File: config.mk
export PLATFORM = sky130hd
export DESIGN_NAME = eval_mc_ctrl_flat
export DESIGN_NICKNAME = d
export VERILOG_FILES = /design/src/rtl/eval_mc_pkg.sv /design/src/rtl/eval_mc_ctrl_if.sv /design/src/rtl/eval_ch_ctrl.sv /design/src/rtl/eval_mc_ctrl.sv /design/src/flat_wrapper.sv
export SDC_FILE = /design/constraint.sdc
export NUM_CORES = 1
export LEC_CHECK = 0
export CELL_PAD_IN_SITES_DETAIL_PLACEMENT = 2
export CELL_PAD_IN_SITES_GLOBAL_PLACEMENT = 2
export CORE_MARGIN = 2
export CORE_UTILIZATION = 29
export CTS_CLUSTER_SIZE = 30
export DETAILED_ROUTE_END_ITERATION = 7
export GPL_ROUTABILITY_DRIVEN = 0
export PLACE_DENSITY = 0.78
export SLEW_MARGIN = 10
export SYNTH_ARGS = -nofsm -noshare
export SYNTH_HDL_FRONTEND = slang
export SYNTH_HIERARCHICAL = 1
export SYNTH_SLANG_ARGS = --single-unit
File: constraint.sdc
create_clock -name clk -period 3 [get_ports clk]
set_input_delay 0.6 -clock clk [delete_from_list [all_inputs] [get_ports clk]]
set_output_delay 0.6 -clock clk [all_outputs]
set_load 0.01 [all_outputs]
File: src/rtl/eval_mc_pkg.sv
// Shared types and helpers for the multi-channel chess-eval control block.
package eval_mc_pkg;

    localparam int unsigned RESULT_W_DEFAULT = 15;

    typedef enum logic [1:0] {
        StIdle = 2'd0,
        StRun  = 2'd1,
        StDone = 2'd2
    } ch_state_e;

    // Channel-select width; a single channel still needs one select bit.
    function automatic int unsigned ch_idx_w(input int unsigned n);
        return (n > 1) ? $clog2(n) : 1;
    endfunction

endpackage

File: src/rtl/eval_mc_ctrl_if.sv
// Host register-side bus of eval_mc_ctrl: channel-addressed writes and read-back mux.
interface eval_mc_ctrl_if #(
    parameter int unsigned NUM_CH    = 2,
    parameter int unsigned MEM_DEPTH = 8,
    parameter int unsigned DATA_W    = 32,
    parameter int unsigned RESULT_W  = 15
);
    localparam int unsigned CH_W = eval_mc_pkg::ch_idx_w(NUM_CH);
    localparam int unsigned AW   = $clog2(MEM_DEPTH);

    logic [CH_W-1:0]     ch_sel_in;
    logic                reg_data_in;
    logic                start_wr_in;
    logic                side_wr_in;
    logic                mem_wr_in;
    logic [AW-1:0]       mem_wr_addr_in;
    logic [DATA_W-1:0]   mem_data_in;
    logic                start_axi_out;
    logic                side_axi_out;
    logic [RESULT_W-1:0] result_axi_out;
    logic                finished_axi_out;
    logic [31:0]         cycles_axi_out;

    modport master (
        output ch_sel_in, reg_data_in, start_wr_in, side_wr_in, mem_wr_in, mem_wr_addr_in,
               mem_data_in,
        input  start_axi_out, side_axi_out, result_axi_out, finished_axi_out, cycles_axi_out
    );

    modport slave (
        input  ch_sel_in, reg_data_in, start_wr_in, side_wr_in, mem_wr_in, mem_wr_addr_in,
               mem_data_in,
        output start_axi_out, side_axi_out, result_axi_out, finished_axi_out, cycles_axi_out
    );

endinterface

File: src/rtl/eval_ch_ctrl.sv
// One eval channel: board staging, load mask, start/run/done FSM, result capture.
// Optional run-cycle counter enabled by defining EVAL_MC_CYCLE_CNT_EN.
module eval_ch_ctrl import eval_mc_pkg::*; #(
    parameter int unsigned MEM_DEPTH = 8,
    parameter int unsigned DATA_W    = 32,
    parameter int unsigned RESULT_W  = RESULT_W_DEFAULT,
    localparam int unsigned AW       = $clog2(MEM_DEPTH)
) (
    input  logic                          clk,
    input  logic                          rst,
    input  logic                          start_wr_i,
    input  logic                          side_wr_i,
    input  logic                          mem_wr_i,
    input  logic                          reg_data_i,
    input  logic [AW-1:0]                 mem_wr_addr_i,
    input  logic [DATA_W-1:0]             mem_data_i,
    input  logic                          core_done_i,
    input  logic [RESULT_W-1:0]           core_result_i,
    output logic                          start_o,
    output logic                          side_o,
    output logic [RESULT_W-1:0]           result_o,
    output logic                          finished_o,
    output logic [31:0]                   cycles_o,
    output logic [MEM_DEPTH*DATA_W-1:0]   board_o,
    output logic                          core_start_o,
    output logic                          core_abort_o
);

    ch_state_e             state_q;
    logic                  start_q;
    logic                  side_q;
    logic [RESULT_W-1:0]   result_q;
    logic [MEM_DEPTH-1:0]  mask_q;
    logic [DATA_W-1:0]     board_q [MEM_DEPTH];
    logic                  core_start_q;
    logic                  core_abort_q;
    logic                  addr_ok;
    logic                  go;

    assign addr_ok = (32'(mem_wr_addr_i) < MEM_DEPTH);
    assign go      = (state_q == StIdle) && start_q && (&mask_q);

    always_ff @(posedge clk) begin
        if (rst) begin
            state_q      <= StIdle;
            start_q      <= 1'b0;
            side_q       <= 1'b0;
            result_q     <= '0;
            mask_q       <= '0;
            core_start_q <= 1'b0;
            core_abort_q <= 1'b0;
            for (int i = 0; i < MEM_DEPTH; i++) begin
                board_q[i] <= '0;
            end
        end else begin
            core_start_q <= 1'b0;
            core_abort_q <= 1'b0;
            if (start_wr_i) start_q <= reg_data_i;
            if (side_wr_i)  side_q  <= reg_data_i;
            // Board is frozen while the core may be reading it.
            if (mem_wr_i && addr_ok && (state_q == StIdle)) begin
                board_q[mem_wr_addr_i] <= mem_data_i;
                mask_q[mem_wr_addr_i]  <= 1'b1;
            end
            unique case (state_q)
                StIdle: begin
                    if (go) begin
                        state_q      <= StRun;
                        core_start_q <= 1'b1;
                    end
                end
                StRun: begin
                    // A done in the same cycle as a start-clear takes priority over abort.
                    if (core_done_i) begin
                        state_q  <= StDone;
                        result_q <= core_result_i;
                    end else if (!start_q) begin
                        state_q      <= StIdle;
                        core_abort_q <= 1'b1;
                    end
                end
                StDone: begin
                    if (!start_q) begin
                        state_q <= StIdle;
                        mask_q  <= '0;
                    end
                end
                default: state_q <= StIdle;
            endcase
        end
    end

`ifdef EVAL_MC_CYCLE_CNT_EN
    logic [31:0] cycles_q;

    always_ff @(posedge clk) begin
        if (rst) begin
            cycles_q <= '0;
        end else if (go) begin
            cycles_q <= '0;
        end else if ((state_q == StRun) && (cycles_q != 32'hFFFF_FFFF)) begin
            cycles_q <= cycles_q + 32'd1;
        end
    end

    assign cycles_o = cycles_q;
`else
    assign cycles_o = '0;
`endif

    for (genvar w = 0; w < MEM_DEPTH; w++) begin : g_board
        assign board_o[w*DATA_W +: DATA_W] = board_q[w];
    end

    assign start_o      = start_q;
    assign side_o       = side_q;
    assign result_o     = result_q;
    assign finished_o   = (state_q == StDone);
    assign core_start_o = core_start_q;
    assign core_abort_o = core_abort_q;

endmodule

File: src/rtl/eval_mc_ctrl.sv
// Host staging/control for NUM_CH chess-eval cores: write decode and read-back mux.
// Define EVAL_MC_CYCLE_CNT_EN to add per-channel run-cycle counters.
module eval_mc_ctrl import eval_mc_pkg::*; #(
    parameter int unsigned NUM_CH    = 2,
    parameter int unsigned MEM_DEPTH = 8,
    parameter int unsigned DATA_W    = 32,
    parameter int unsigned RESULT_W  = RESULT_W_DEFAULT
) (
    input  logic                                clk,
    input  logic                                rst,
    eval_mc_ctrl_if.slave                       host,
    output logic [NUM_CH*MEM_DEPTH*DATA_W-1:0]  core_board_out,
    output logic [NUM_CH-1:0]                   core_side_out,
    output logic [NUM_CH-1:0]                   core_start_out,
    output logic [NUM_CH-1:0]                   core_abort_out,
    input  logic [NUM_CH-1:0]                   core_done_in,
    input  logic [NUM_CH*RESULT_W-1:0]          core_result_in
);

    localparam int unsigned BOARD_W = MEM_DEPTH * DATA_W;

    logic [NUM_CH-1:0]   start_ch;
    logic [NUM_CH-1:0]   fin_ch;
    logic [RESULT_W-1:0] result_ch [NUM_CH];
    logic [31:0]         cycles_ch [NUM_CH];

    logic                start_rd;
    logic                side_rd;
    logic                fin_rd;
    logic [RESULT_W-1:0] result_rd;
    logic [31:0]         cycles_rd;

    for (genvar c = 0; c < NUM_CH; c++) begin : g_ch
        logic sel;
        assign sel = (32'(host.ch_sel_in) == 32'(c));

        eval_ch_ctrl #(
            .MEM_DEPTH (MEM_DEPTH),
            .DATA_W    (DATA_W),
            .RESULT_W  (RESULT_W)
        ) u_ch (
            .clk           (clk),
            .rst           (rst),
            .start_wr_i    (sel & host.start_wr_in),
            .side_wr_i     (sel & host.side_wr_in),
            .mem_wr_i      (sel & host.mem_wr_in),
            .reg_data_i    (host.reg_data_in),
            .mem_wr_addr_i (host.mem_wr_addr_in),
            .mem_data_i    (host.mem_data_in),
            .core_done_i   (core_done_in[c]),
            .core_result_i (core_result_in[c*RESULT_W +: RESULT_W]),
            .start_o       (start_ch[c]),
            .side_o        (core_side_out[c]),
            .result_o      (result_ch[c]),
            .finished_o    (fin_ch[c]),
            .cycles_o      (cycles_ch[c]),
            .board_o       (core_board_out[c*BOARD_W +: BOARD_W]),
            .core_start_o  (core_start_out[c]),
            .core_abort_o  (core_abort_out[c])
        );
    end

    // Out-of-range selects match no channel and read back as zero.
    always_comb begin
        start_rd  = 1'b0;
        side_rd   = 1'b0;
        fin_rd    = 1'b0;
        result_rd = '0;
        cycles_rd = '0;
        for (int c = 0; c < NUM_CH; c++) begin
            if (32'(host.ch_sel_in) == 32'(c)) begin
                start_rd  = start_ch[c];
                side_rd   = core_side_out[c];
                fin_rd    = fin_ch[c];
                result_rd = result_ch[c];
                cycles_rd = cycles_ch[c];
            end
        end
    end

    assign host.start_axi_out    = start_rd;
    assign host.side_axi_out     = side_rd;
    assign host.finished_axi_out = fin_rd;
    assign host.result_axi_out   = result_rd;
    assign host.cycles_axi_out   = cycles_rd;

endmodule

File: src/flat_wrapper.sv
// flat-port wrapper written by rule: the top's interface ports become plain ports
module eval_mc_ctrl_flat import eval_mc_pkg::*;
#(
    parameter int unsigned NUM_CH    = 2,
    parameter int unsigned MEM_DEPTH = 8,
    parameter int unsigned DATA_W    = 32,
    parameter int unsigned RESULT_W  = RESULT_W_DEFAULT
)
  (clk, rst, core_board_out, core_side_out, core_start_out, core_abort_out, core_done_in, core_result_in, host_ch_sel_in, host_reg_data_in, host_start_wr_in, host_side_wr_in, host_mem_wr_in, host_mem_wr_addr_in, host_mem_data_in, host_start_axi_out, host_side_axi_out, host_result_axi_out, host_finished_axi_out, host_cycles_axi_out);
  eval_mc_ctrl_if #(.NUM_CH(NUM_CH), .MEM_DEPTH(MEM_DEPTH), .DATA_W(DATA_W), .RESULT_W(RESULT_W)) host_i ();
  input  logic clk;
  input  logic rst;
  output logic [NUM_CH*MEM_DEPTH*DATA_W-1:0] core_board_out;
  output logic [NUM_CH-1:0] core_side_out;
  output logic [NUM_CH-1:0] core_start_out;
  output logic [NUM_CH-1:0] core_abort_out;
  input  logic [NUM_CH-1:0] core_done_in;
  input  logic [NUM_CH*RESULT_W-1:0] core_result_in;
  input wire logic [$bits(host_i.ch_sel_in)-1:0] host_ch_sel_in;
  input wire logic [$bits(host_i.reg_data_in)-1:0] host_reg_data_in;
  input wire logic [$bits(host_i.start_wr_in)-1:0] host_start_wr_in;
  input wire logic [$bits(host_i.side_wr_in)-1:0] host_side_wr_in;
  input wire logic [$bits(host_i.mem_wr_in)-1:0] host_mem_wr_in;
  input wire logic [$bits(host_i.mem_wr_addr_in)-1:0] host_mem_wr_addr_in;
  input wire logic [$bits(host_i.mem_data_in)-1:0] host_mem_data_in;
  output wire logic [$bits(host_i.start_axi_out)-1:0] host_start_axi_out;
  output wire logic [$bits(host_i.side_axi_out)-1:0] host_side_axi_out;
  output wire logic [$bits(host_i.result_axi_out)-1:0] host_result_axi_out;
  output wire logic [$bits(host_i.finished_axi_out)-1:0] host_finished_axi_out;
  output wire logic [$bits(host_i.cycles_axi_out)-1:0] host_cycles_axi_out;
  assign host_i.ch_sel_in = host_ch_sel_in;
  assign host_i.reg_data_in = host_reg_data_in;
  assign host_i.start_wr_in = host_start_wr_in;
  assign host_i.side_wr_in = host_side_wr_in;
  assign host_i.mem_wr_in = host_mem_wr_in;
  assign host_i.mem_wr_addr_in = host_mem_wr_addr_in;
  assign host_i.mem_data_in = host_mem_data_in;
  assign host_start_axi_out = host_i.start_axi_out;
  assign host_side_axi_out = host_i.side_axi_out;
  assign host_result_axi_out = host_i.result_axi_out;
  assign host_finished_axi_out = host_i.finished_axi_out;
  assign host_cycles_axi_out = host_i.cycles_axi_out;
  eval_mc_ctrl #(.NUM_CH(NUM_CH), .MEM_DEPTH(MEM_DEPTH), .DATA_W(DATA_W), .RESULT_W(RESULT_W)) u_core (.clk(clk), .rst(rst), .host(host_i), .core_board_out(core_board_out), .core_side_out(core_side_out), .core_start_out(core_start_out), .core_abort_out(core_abort_out), .core_done_in(core_done_in), .core_result_in(core_result_in));
endmodule
==> flow_summary.html <==
<table>
<tr><th>Metric</th><th>Value</th></tr>
<tr><th colspan="2">Status</th></tr>
<tr><td>Result of the run</td><td>complete, no violations</td></tr>
<tr><th colspan="2">Timing</th></tr>
<tr><td>Tcrit/Tclk final</td><td>95.6%</td></tr>
<tr><td>Worst Tran Pin Value</td><td>0.953 ns</td></tr>
<tr><td>Count of final setup violators</td><td>0</td></tr>
<tr><td>Post-route minimum period</td><td>2.87 ns</td></tr>
<tr><td>Fin Clk Skew</td><td>0.0257 ns</td></tr>
<tr><td>Final hold violation count</td><td>0</td></tr>
<tr><td>Slew Limit Fails</td><td>0</td></tr>
<tr><td>Setup TNS</td><td>0 ns</td></tr>
<tr><td>Setup repair after global routing missed its margin</td><td>false</td></tr>
<tr><td>Relative slew slack</td><td>approximately 36%</td></tr>
<tr><td>Fmax achieved</td><td>~350 MHz</td></tr>
<tr><th colspan="2">Setup path</th></tr>
<tr><td>Element type at the critical path start</td><td>register</td></tr>
<tr><td>Crit path DAT</td><td>about 2.3 ns</td></tr>
<tr><td>Data required time at the worst endpoint</td><td>roughly 2.4 ns</td></tr>
<tr><td>Maximum fanout count along the critical path</td><td>9</td></tr>
<tr><td>Type of destination of the critical path</td><td>output pin</td></tr>
<tr><td>CP Class</td><td>register to output pin</td></tr>
<tr><td>Cell depth of the worst flop-to-flop path</td><td>4</td></tr>
<tr><th colspan="2">Logic synthesis</th></tr>
<tr><td>Synthesized instance count</td><td>1550</td></tr>
<tr><td>Synthesized area per cell</td><td>14.3 um2</td></tr>
<tr><td>Top_reg_cell synth</td><td>sky130_fd_sc_hd__edfxtp_1</td></tr>
<tr><td>Flip-flop and latch count after synthesis</td><td>570</td></tr>
<tr><td>Post-Syn Area</td><td>0.0222 mm2</td></tr>
<tr><td>Warnings, synthesis</td><td>6</td></tr>
<tr><td>Async set-or-reset flop fraction in the synthesized netlist</td><td>0%</td></tr>
<tr><td>Number of flops mapped to enable cells by yosys</td><td>512</td></tr>
<tr><td>Register area share after synthesis</td><td>approximately three quarters</td></tr>
<tr><td>Distinct cell type count of the synthesized netlist</td><td>39</td></tr>
<tr><th colspan="2">Cells and area</th></tr>
<tr><td>Area growth, synth to finish</td><td>43.5%</td></tr>
<tr><td>Number of nets in the final layout</td><td>2291</td></tr>
<tr><td>Final Util</td><td>a little over two fifths</td></tr>
<tr><td>Fillcell total</td><td>7531</td></tr>
<tr><td>Share of cells above drive strength 1</td><td>between 10% and 20%</td></tr>
<tr><th colspan="2">Global route</th></tr>
<tr><td>Number of antenna violations at the first check in global routing</td><td>6</td></tr>
<tr><td>Number of global-route vias before repair</td><td>between 15000 and 20000</td></tr>
<tr><td>GRT overflow</td><td>0</td></tr>
<tr><td>Total global routing track utilization</td><td>24.3%</td></tr>
<tr><td>Global-route wire length before repair</td><td>134000 um</td></tr>
<tr><td>Pin count of the biggest net entering global routing</td><td>65</td></tr>
<tr><th colspan="2">CTS</th></tr>
<tr><td>Depth of the CTS H-tree</td><td>3</td></tr>
<tr><td>Number of gates resized after cts</td><td>0</td></tr>
<tr><td>Max clock buf depth</td><td>3</td></tr>
<tr><td>Number of clock sinks</td><td>between 500 and 600</td></tr>
<tr><td>CTS Root Cell</td><td>sky130_fd_sc_hd__clkbuf_16</td></tr>
<tr><td>Count of buffers added by post-CTS timing repair for setup</td><td>0</td></tr>
<tr><td>Later-pin clock latency in the skew report</td><td>just over 0.6 ns</td></tr>
<tr><td>Clock-pin slew reported for the worst setup and hold paths after clock tree synthesis</td><td>0.06 ns</td></tr>
<tr><td>Number of buffers added by the clock tree synthesis step</td><td>66</td></tr>
<tr><td># hold bufs at CTS</td><td>0</td></tr>
<tr><td>CTS tree</td><td>yes</td></tr>
<tr><th colspan="2">Floorplan</th></tr>
<tr><td>Die Area</td><td>0.0787 mm2</td></tr>
<tr><td>I/O pin cnt</td><td>642</td></tr>
<tr><td>Placeable Area</td><td>0.0758 mm2</td></tr>
<tr><td>Core Rows</td><td>101</td></tr>
<tr><td>Horizontal extent of the die</td><td>281 um</td></tr>
<tr><td>Initial Util</td><td>between 20% and 30%</td></tr>
<tr><td>Chip height</td><td>roughly 280 um</td></tr>
<tr><th colspan="2">Route</th></tr>
<tr><td>DR pass1 iterations</td><td>5</td></tr>
<tr><td>Detail Route Antenna Nets</td><td>0</td></tr>
<tr><td>Number of vias per cell after detailed routing</td><td>4.78</td></tr>
<tr><td>Number of remaining DRC errors</td><td>0</td></tr>
<tr><td>Total Routed Length</td><td>98400 um</td></tr>
<tr><td>Overall via count from detail_route</td><td>15527</td></tr>
<tr><td>Routed wirelength normalized by instance count</td><td>30.3 um</td></tr>
<tr><td>Number of violations reported at the end of detailed-routing iteration 0</td><td>1095</td></tr>
<tr><th colspan="2">Placed design</th></tr>
<tr><td>Estimated wirelength of the detail-placed design</td><td>approximately 70000 um</td></tr>
<tr><td>Port buffer count</td><td>609</td></tr>
<tr><th colspan="2">Power</th></tr>
<tr><td>Total internal power</td><td>between 10000 and 15000 uW</td></tr>
<tr><td>Leak pwr</td><td>0.0116 uW</td></tr>
<tr><td>P_sw</td><td>4510 uW</td></tr>
<tr><td>Total power per unit cell area</td><td>591 mW/mm2</td></tr>
<tr><td>Highest ir drop seen on vdd</td><td>0.379 mV</td></tr>
<tr><td>Seq pwr share</td><td>between 40% and 50%</td></tr>
<tr><td>Comb power frac</td><td>a little under a tenth</td></tr>
<tr><td>Switch share</td><td>24.0%</td></tr>
<tr><td>Part of the total power dissipated in the clock network</td><td>a little over two fifths</td></tr>
<tr><th colspan="2">Min path</th></tr>
<tr><td>Hold WC Path Type</td><td>input port to register</td></tr>
<tr><td>Worst hold path stage count</td><td>2</td></tr>
<tr><th colspan="2">Job</th></tr>
<tr><td>Maximum Capacitance Violations</td><td>0</td></tr>
</table>
[worst max-delay path, stage by stage, from the launching register on]
cell and delay (ns):
sky130_fd_sc_hd__dfxtp_1 0.51, sky130_fd_sc_hd__nor2b_1 0.34, sky130_fd_sc_hd__mux2_2 0.23, sky130_fd_sc_hd__clkdlybuf4s50_1 0.59
[Yosys cell counts (3+ instances only)]
library cell | number | area (um2)
sky130_fd_sc_hd__a21oi_1 | 34 | 170
sky130_fd_sc_hd__and2_1 | 240 | 1500
sky130_fd_sc_hd__and2_2 | 19 | 143
sky130_fd_sc_hd__buf_1 | 6 | 22.5
sky130_fd_sc_hd__buf_2 | 10 | 50.1
sky130_fd_sc_hd__buf_4 | 64 | 480
sky130_fd_sc_hd__buf_6 | 6 | 67.6
sky130_fd_sc_hd__clkbuf_1 | 44 | 165
sky130_fd_sc_hd__clkbuf_2 | 12 | 60.1
sky130_fd_sc_hd__dfxtp_1 | 58 | 1160
sky130_fd_sc_hd__edfxtp_1 | 512 | 15400
sky130_fd_sc_hd__inv_1 | 4 | 15.0
sky130_fd_sc_hd__mux2_2 | 16 | 180
sky130_fd_sc_hd__mux2_4 | 34 | 510
sky130_fd_sc_hd__mux2i_1 | 4 | 40.0
sky130_fd_sc_hd__nand2_1 | 95 | 357
sky130_fd_sc_hd__nand2b_1 | 38 | 238
sky130_fd_sc_hd__nand3_1 | 3 | 15.0
sky130_fd_sc_hd__nand4bb_1 | 4 | 45.0
sky130_fd_sc_hd__nor2_1 | 279 | 1050
sky130_fd_sc_hd__nor2b_1 | 5 | 31.3
sky130_fd_sc_hd__nor3_1 | 7 | 35.0
sky130_fd_sc_hd__nor3_4 | 3 | 48.8
sky130_fd_sc_hd__o21a_1 | 18 | 135
sky130_fd_sc_hd__or2_2 | 15 | 93.8
[power by group through the flow]
stage | sequential [uW] | combinational (uW) | clock (uW)
2_1_floorplan | 9340 | 429 | 0
3_3_place_gp | 9220 | 1690 | 0
3_5_place_dp | 9250 | 1720 | 0
4_1_cts | 9090 | 1730 | 8170
5_1_grt | 9100 | 1800 | 8420
6_report | 9090 | 1730 | 7990
[cell type report]
type | count | area, um2 | share of cell area [%]
tap | 978 | 1220 | 3.84
antenna | 3 | 7.51 | 0.0236
clock buffer | 83 | 1800 | 5.66
timing repair buffer | 679 | 6890 | 21.7
sequential | 570 | 16500 | 52.0
clock inverter | 32 | 299 | 0.940
multi-input combinational | 896 | 5050 | 15.9
inverter | 4 | 15.0 | 0.0472
[layout by cell type, fill, tap and decap left out, drive strengths merged, types with 4 or more instances in the layout]
cell type,n
mux2i,4
clkdlybuf4s50,606
nand4bb,4
clkbuf,83
nor2,279
a21oi,34
bufinv,4
nor3,10
and2,259
o21a,18
nand2b,38
mux2,50
buf,73
conb,64
inv,7
dfxtp,58
nand2,95
or2,16
nor2b,5
clkinv,23
edfxtp,512
[metal layers]
| layer | part of all wire [%] | wire length, um | GRT usage, % | vias up |
|---|---|---|---|---|
| li1 | - | - | - | 6543 |
| met1 | 36 | 35600 | 26.9 | 8053 |
| met2 | 51 | 50200 | 43.6 | 757 |
| met3 | 8.2 | 8060 | 6.25 | 174 |
| met4 | 4.6 | 4530 | 10.7 | 0 |
| met5 | 0 | 0 | 0 | - |
[sequential cells by signal, summed over array words and instances (netlist names)]
signal,flops
u_core/g_ch.u_ch/side_o,2
u_core/g_ch.u_ch/core_abort_o,2
u_core/g_ch.u_ch/core_start_o,2
u_core/g_ch.u_ch/state_q,4
u_core/g_ch.u_ch/start_o,2
u_core/g_ch.u_ch/board_q,512
u_core/g_ch.u_ch/mask_q,16
u_core/g_ch.u_ch/result_o,30
[logic make-up (layout without fill, tap and decap cells)]
logic type	after synthesis	after routing	share of synthesized area (%)
simple gates	724	724	16.8
flops	570	570	74.6
buf+inv	146	798	3.88
compound gates	54	54	1.46
mux	54	54	3.30
other cells	2	67	0.0339
[final timing paths]
check,startpoint,endpoint,slack (ns)
worst max-delay path,u_core/g_ch[0].u_ch/state_q[1],host_finished_axi_out,0.13
worst min-delay path,rst,u_core/g_ch[0].u_ch/start_o,0.43
worst max register to register,u_core/g_ch[1].u_ch/state_q[1],u_core/g_ch[1].u_ch/board_q[0][11],0.92
worst min register to register,u_core/g_ch[1].u_ch/result_o[14],u_core/g_ch[1].u_ch/result_o[14],0.45
[metrics by stage]
step	cell area (um2)	power, uW	setup slack, ns	hold WS (ns)	std cells
after floorplan	22400	9770	0.126	0.433	1612
after global placement	29700	10900	0.0329	0.444	3127
after detailed placement	29700	11000	0.0421	0.451	3127
after CTS	31800	19000	0.0166	0.400	3242
after global routing	31800	19300	0.0105	0.430	3243
final	31800	18800	0.132	0.430	3245
(Power assumes the default switching activity.)
